## src/rtl/mem_port_arbiter_pkg.sv

```systemverilog
// riscv_defines: shared core/memory definitions.
//   RISCV_ADDR_WIDTH / RISCV_WORD_WIDTH : default bus widths
//   RISCV_BE_WIDTH                      : byte-enable width of a word access
//   arb_state_e                         : memory port arbiter FSM states
//   arb_last_e                          : which requester completed most recently
//   tie_winner()                        : round-robin pick when both requesters ask
package riscv_defines;

  localparam int RISCV_ADDR_WIDTH = 32;
  localparam int RISCV_WORD_WIDTH = 32;
  localparam int RISCV_BE_WIDTH   = 4;

  typedef enum logic [1:0] {
    IDLE  = 2'd0,
    GNT_I = 2'd1,
    GNT_D = 2'd2
  } arb_state_e;

  typedef enum logic {
    LAST_I = 1'b0,
    LAST_D = 1'b1
  } arb_last_e;

  // On a tie the requester that was NOT served last wins.
  function automatic arb_state_e tie_winner(input arb_last_e last);
    return (last == LAST_I) ? GNT_D : GNT_I;
  endfunction

endpackage

```

## src/rtl/mem_port_arbiter.sv

```systemverilog
// mem_port_arbiter: shares one single-port memory between the instruction
// (imem) and data (dmem) ports of the core, round-robin on ties.
// Ports:
//   clk, rst_n                      clock, asynchronous active-low reset
//   imem_* / dmem_*                 requester side: valid/addr/wdata/we in,
//                                   ready/rdata out (ready is a 1-cycle pulse)
//   mem_valid_o, mem_addr_o,
//   mem_wdata_o, mem_we_o           memory request, driven only while granted
//   mem_ready_i, mem_rdata_i        memory completion and read data
// Responses are passed through combinationally: a requester sees ready in the
// same cycle the memory does. Read data is broadcast to both requesters;
// each must only consume it together with its own ready.
module mem_port_arbiter
  import riscv_defines::*;
#(
  parameter int ADDR_WIDTH = RISCV_ADDR_WIDTH,
  parameter int WORD_WIDTH = RISCV_WORD_WIDTH
) (
  input  logic                      clk,
  input  logic                      rst_n,

  input  logic                      imem_valid_i,
  output logic                      imem_ready_o,
  input  logic [ADDR_WIDTH-1:0]     imem_addr_i,
  input  logic [WORD_WIDTH-1:0]     imem_wdata_i,
  input  logic [RISCV_BE_WIDTH-1:0] imem_we_i,
  output logic [WORD_WIDTH-1:0]     imem_rdata_o,

  input  logic                      dmem_valid_i,
  output logic                      dmem_ready_o,
  input  logic [ADDR_WIDTH-1:0]     dmem_addr_i,
  input  logic [WORD_WIDTH-1:0]     dmem_wdata_i,
  input  logic [RISCV_BE_WIDTH-1:0] dmem_we_i,
  output logic [WORD_WIDTH-1:0]     dmem_rdata_o,

  output logic                      mem_valid_o,
  input  logic                      mem_ready_i,
  output logic [ADDR_WIDTH-1:0]     mem_addr_o,
  output logic [WORD_WIDTH-1:0]     mem_wdata_o,
  output logic [RISCV_BE_WIDTH-1:0] mem_we_o,
  input  logic [WORD_WIDTH-1:0]     mem_rdata_i
);

  arb_state_e state, state_next;
  arb_last_e  last_gnt, last_gnt_next;

  // Reset acts immediately: all outputs below decode from state, so they
  // drop in the same cycle rst_n falls and any in-flight access is lost.
  always_ff @(posedge clk or negedge rst_n) begin
    if (!rst_n) begin
      state    <= IDLE;
      last_gnt <= LAST_I;
    end else begin
      state    <= state_next;
      last_gnt <= last_gnt_next;
    end
  end

  always_comb begin
    state_next    = state;
    last_gnt_next = last_gnt;
    mem_valid_o   = 1'b0;
    mem_addr_o    = '0;
    mem_wdata_o   = '0;
    mem_we_o      = '0;
    imem_ready_o  = 1'b0;
    dmem_ready_o  = 1'b0;

    case (state)
      IDLE: begin
        if (imem_valid_i && dmem_valid_i) begin
          state_next = tie_winner(last_gnt);
        end else if (imem_valid_i) begin
          state_next = GNT_I;
        end else if (dmem_valid_i) begin
          state_next = GNT_D;
        end
      end

      GNT_I: begin
        mem_valid_o  = 1'b1;
        mem_addr_o   = imem_addr_i;
        mem_wdata_o  = imem_wdata_i;
        mem_we_o     = imem_we_i;
        imem_ready_o = mem_ready_i;
        if (mem_ready_i) begin
          last_gnt_next = LAST_I;
          // Hand straight over to a waiting dmem so it never waits more
          // than one transaction and the port sees no idle bubble.
          if (dmem_valid_i) begin
            state_next = GNT_D;
          end else if (imem_valid_i) begin
            state_next = GNT_I;
          end else begin
            state_next = IDLE;
          end
        end
      end

      GNT_D: begin
        mem_valid_o  = 1'b1;
        mem_addr_o   = dmem_addr_i;
        mem_wdata_o  = dmem_wdata_i;
        mem_we_o     = dmem_we_i;
        dmem_ready_o = mem_ready_i;
        if (mem_ready_i) begin
          last_gnt_next = LAST_D;
          if (imem_valid_i) begin
            state_next = GNT_I;
          end else if (dmem_valid_i) begin
            state_next = GNT_D;
          end else begin
            state_next = IDLE;
          end
        end
      end

      default: state_next = IDLE;
    endcase
  end

  assign imem_rdata_o = mem_rdata_i;
  assign dmem_rdata_o = mem_rdata_i;

  // A granted requester must keep valid up until the cycle its ready is
  // seen; it may withdraw in that completion cycle.
  imem_hold_valid: assert property (@(posedge clk) disable iff (!rst_n)
    (state == GNT_I && !mem_ready_i) |-> imem_valid_i);

  dmem_hold_valid: assert property (@(posedge clk) disable iff (!rst_n)
    (state == GNT_D && !mem_ready_i) |-> dmem_valid_i);

endmodule

```

## config.mk

```make
export PLATFORM = sky130hd
export DESIGN_NAME = mem_port_arbiter
export DESIGN_NICKNAME = d
export VERILOG_FILES = /design/src/rtl/mem_port_arbiter_pkg.sv /design/src/rtl/mem_port_arbiter.sv
export SDC_FILE = /design/constraint.sdc
export NUM_CORES = 1
export LEC_CHECK = 0
export ABC_CLOCK_PERIOD_IN_PS = 1940
export BUFFER_PORTS_ARGS = -buffer_cell sky130_fd_sc_hd__buf_2
export CAP_MARGIN = 40
export CORE_AREA = 2 2 119 121
export DETAILED_ROUTE_END_ITERATION = 6
export DIE_AREA = 0 0 121 123
export PLACE_DENSITY = 0.49
export SYNTH_ARGS = -nofsm -noshare
export SYNTH_HDL_FRONTEND = slang
export SYNTH_SLANG_ARGS = --single-unit
```

## constraint.sdc

```tcl
create_clock -name clk -period 1.94 [get_ports clk]
set_clock_uncertainty 0.2 [all_clocks]
set_input_delay 0.388 -clock clk [delete_from_list [all_inputs] [get_ports clk]]
set_output_delay 0.388 -clock clk [all_outputs]
set_load 0.03 [all_outputs]
```

==> flow_metrics.tcl <==
set metrics [dict create \
    status "finished, violations left" \
    failed_checks "negative setup slack" \
    hp-class "flip-flop to flip-flop" \
    maxClockFrequency_mhz 455.8 \
    synthAdderAreaFrac_pct 4.104 \
    clock_latency_ps 220 \
    setup_violations 70 \
    placed_cells_incl_taps 570 \
    max_slew_violations 0 \
    syn_area_um2 1829 \
    insertedDiodeCount 0 \
    layout.nets 583 \
    grt_start_max_net_pins 25 \
    postSynthAreaPerCell_um2 7.230 \
    arrival_worst_endpoint_ps 1610 \
    timing.slew.headroom_pct 81.05 \
    cts_tree "done" \
    first_global_vias 2446 \
    antenna_found_initial 0 \
    largest_family_of_logic_cells_by_synthesized_area "buffers and inverters" \
    drtIter0Drc 76 \
    numClockSinks 3 \
    floorplan.die.height_um 123 \
    synth_largest_area_cell "sky130_fd_sc_hd__a22oi_1" \
    hpwlAfterDp_um 6039 \
    finalHoldViolations 0 \
    r2r_cells 8 \
    synth_warnings 0 \
    drt_drc_violations_left 0 \
    cts.root.buffer_cell "sky130_fd_sc_hd__clkbuf_16" \
    setup_tns_ps -14520 \
    total_die_area_um2 14880 \
    critical-path-slowest-cell "sky130_fd_sc_hd__dfrtp_1" \
    globalRoute.busiestLayer "met2" \
    chipWidth_um 121 \
    static_leakage_nw 1.698 \
    critical_path_class "flip-flop to primary output" \
    fraction_of_the_mapped_netlist_area_in_compound_gates_pct 31.87 \
    io_pins 308 \
    grt.met1_usage_pct 9.847 \
    synth_simple_gate_area_share_pct 25.51 \
    path_clk_slew_ps 30 \
    pre_cts_slack_ps -170.3 \
    fill_cells 1379 \
    grt_first_pass_wirelength_um 11900 \
    capture_endpoint_of_the_worst_hold_path "last_gnt$_DFFE_PN0P_" \
    path_common_cell "sky130_fd_sc_hd__buf_6" \
    grt_util_met2_pct 19.87 \
    cp_cell_sequence "inv_2, buf_6, ha_4, buf_12, nor2b_2, buf_6" \
    cp_max_fo 24 \
    layout.cells.most_common_list "140 x sky130_fd_sc_hd__buf_2, 65 x sky130_fd_sc_hd__buf_6, 38 x sky130_fd_sc_hd__nor2b_2" \
    worstPathBufferInverterCount 4 \
    synthDistinctLibCells 20 \
    worst_setup_path_start_kind "flip-flop" \
    worst_pin_slew_ps 284.3 \
    ys_ff_latch 3 \
    drt_first_pass_iters 4 \
    power-per-cell-area_nw_per_um2 1684 \
    htreeDepth 1 \
    regToRegSetupSlack_ps 80 \
    timing.critical_path.max_delay_family "buffers and inverters" \
    globalplace.congestion 0.6996 \
    vdd.ir_drop.worst_mv 0.4719 \
    wl_per_cell_um 15.04 \
    most_common_cell_after_layout_fill_and_taps_aside "sky130_fd_sc_hd__buf_2" \
    synth_sequential_area_ratio_pct 4.104 \
    rows 43 \
    syn_nets 432 \
    synth.area.top_cells "sky130_fd_sc_hd__a22oi_1 28%, sky130_fd_sc_hd__buf_4 27%, sky130_fd_sc_hd__nor2b_1 23%" \
    final_layout_size_suffix_gt1_share_pct 86.60 \
    worst_hold_slack_ps 281.7 \
    drt-total-wl_um 8769 \
    max-cap-violations 0 \
    whs_path_depth 1 \
    setup.worst_path.end_class "primary output" \
    synth-xor-area-share_pct 0 \
    start_util_pct 13.44 \
    gr-total-overflow 0 \
    vias_per_cell 4.160 \
    cp_data_required_time_ps 1350 \
    period_share_pct 113.1 \
    cts_buffer_depth 2 \
    worst_path_largest_cell_delay_ps 350 \
    synth.area.mux_share_pct 0 \
    final_period_minus_worst_setup_slack_ps 2194 \
    met3_usage_pct 1.983 \
    port_buffers 211 \
    grt_use_total_pct 9.976 \
    fin_cells 583 \
    postSynthCellCount 253 \
    synth_largest_type_area_fraction_pct 27.91 \
    critical_r2r_capture "state[1]$_DFFE_PN0P_" \
    grt_setup_unrepaired "yes" \
    regToRegStartpoint "state[0]$_DFFE_PN0P_" \
    drtAntennaViolNets 0 \
    placeableCoreArea_um2 13610 \
    detailroute.via_count 2425 \
    area_growth_syn_to_layout_pct 110.9 \
    setup_slack_ps -254.0 \
    cts_made_buffers 3 \
    hold_start "last_gnt$_DFFE_PN0P_" \
    final_core_util_pct 28.35 \
]
## state kept, by name (all words and copies together) (netlist names)
signal / cells
state: 2
last_gnt: 1
## final cells by class
type | count | area, um^2 | share of cell area [%]
tap | 180 | 225.2 | 5.837
multi-input combinational | 159 | 1684 | 43.64
sequential | 3 | 75.07 | 1.946
clock buffer | 4 | 78.83 | 2.043
timing repair buffer | 233 | 1780 | 46.14
inverter | 4 | 15.01 | 0.3891
## cell usage after synthesis
| cell type | number |
|---|---|
| sky130_fd_sc_hd__dfrtp_1 | 3 |
| sky130_fd_sc_hd__o31ai_2 | 1 |
| sky130_fd_sc_hd__nand2_1 | 4 |
| sky130_fd_sc_hd__clkbuf_1 | 4 |
| sky130_fd_sc_hd__nor2b_1 | 68 |
| sky130_fd_sc_hd__inv_1 | 4 |
| sky130_fd_sc_hd__a22o_1 | 1 |
| sky130_fd_sc_hd__a22oi_1 | 68 |
| sky130_fd_sc_hd__buf_2 | 14 |
| sky130_fd_sc_hd__buf_4 | 66 |
| sky130_fd_sc_hd__and2_1 | 2 |
| sky130_fd_sc_hd__a2bb2oi_1 | 1 |
| sky130_fd_sc_hd__ha_1 | 6 |
| sky130_fd_sc_hd__buf_6 | 3 |
| sky130_fd_sc_hd__a21oi_1 | 2 |
| sky130_fd_sc_hd__nor2_1 | 2 |
| sky130_fd_sc_hd__o41ai_2 | 1 |
| sky130_fd_sc_hd__o2bb2ai_1 | 1 |
| sky130_fd_sc_hd__nand2b_1 | 1 |
| sky130_fd_sc_hd__a21o_1 | 1 |
## metal layers
metal	share of wire [%]	up-vias	routed length (um)
met5	0	-	0
met4	3.3	0	287
met3	9.2	26	807
met2	54	151	4711
met1	34	1125	2961
li1	-	1123	-
## repair_timing
item,in CTS,in global routing
hold buffers,1,0
resized for setup,158,29
cloned,3,0
pin swaps,2,0
buffers inserted,4,1
setup endpoints to repair,71,70
hold endpoints to repair,3,0
## report_power, final
| group | switching, mW | total, mW | internal (mW) |
|---|---|---|---|
| clock | 0.0523 | 0.323 | 0.271 |
| combinational | 3.01 | 6.06 | 3.05 |
| sequential | 0.0222 | 0.114 | 0.0918 |
## per-stage QoR
step | instance area (um^2) | total power, mW
finish | 3859 | 6.497
detailed placement | 2977 | 4.620
CTS | 3714 | 6.264
global route | 3859 | 6.808
floorplan | 2171 | 3.785
global placement | 2977 | 4.556
## how the worst max path moves through the flow
| stage | start | endpoint | slack, ps | cells past startpoint |
|---|---|---|---|---|
| floorplan | state[0]$_DFFE_PN0P_ | mem_addr_o[17] | -20 | 4 |
| global placement | state[0]$_DFFE_PN0P_ | mem_addr_o[14] | -150 | 6 |
| detailed placement | state[0]$_DFFE_PN0P_ | mem_addr_o[16] | -170 | 6 |
| CTS | state[0]$_DFFE_PN0P_ | mem_addr_o[16] | -260 | 6 |
| global route | state[1]$_DFFE_PN0P_ | mem_wdata_o[15] | -320 | 6 |
| finish | state[0]$_DFFE_PN0P_ | mem_wdata_o[15] | -250 | 6 |
## logic make-up after synthesis
| kind of cell | count (synthesis) |
|---|---|
| AO/OA/AOI/OAI | 76 |
| buffers and inverters | 91 |
| adder cells (fa/ha/maj) | 6 |
| AND/OR/NAND/NOR | 77 |
| flip-flops | 3 |
Power figures use the tool's default switching activity.
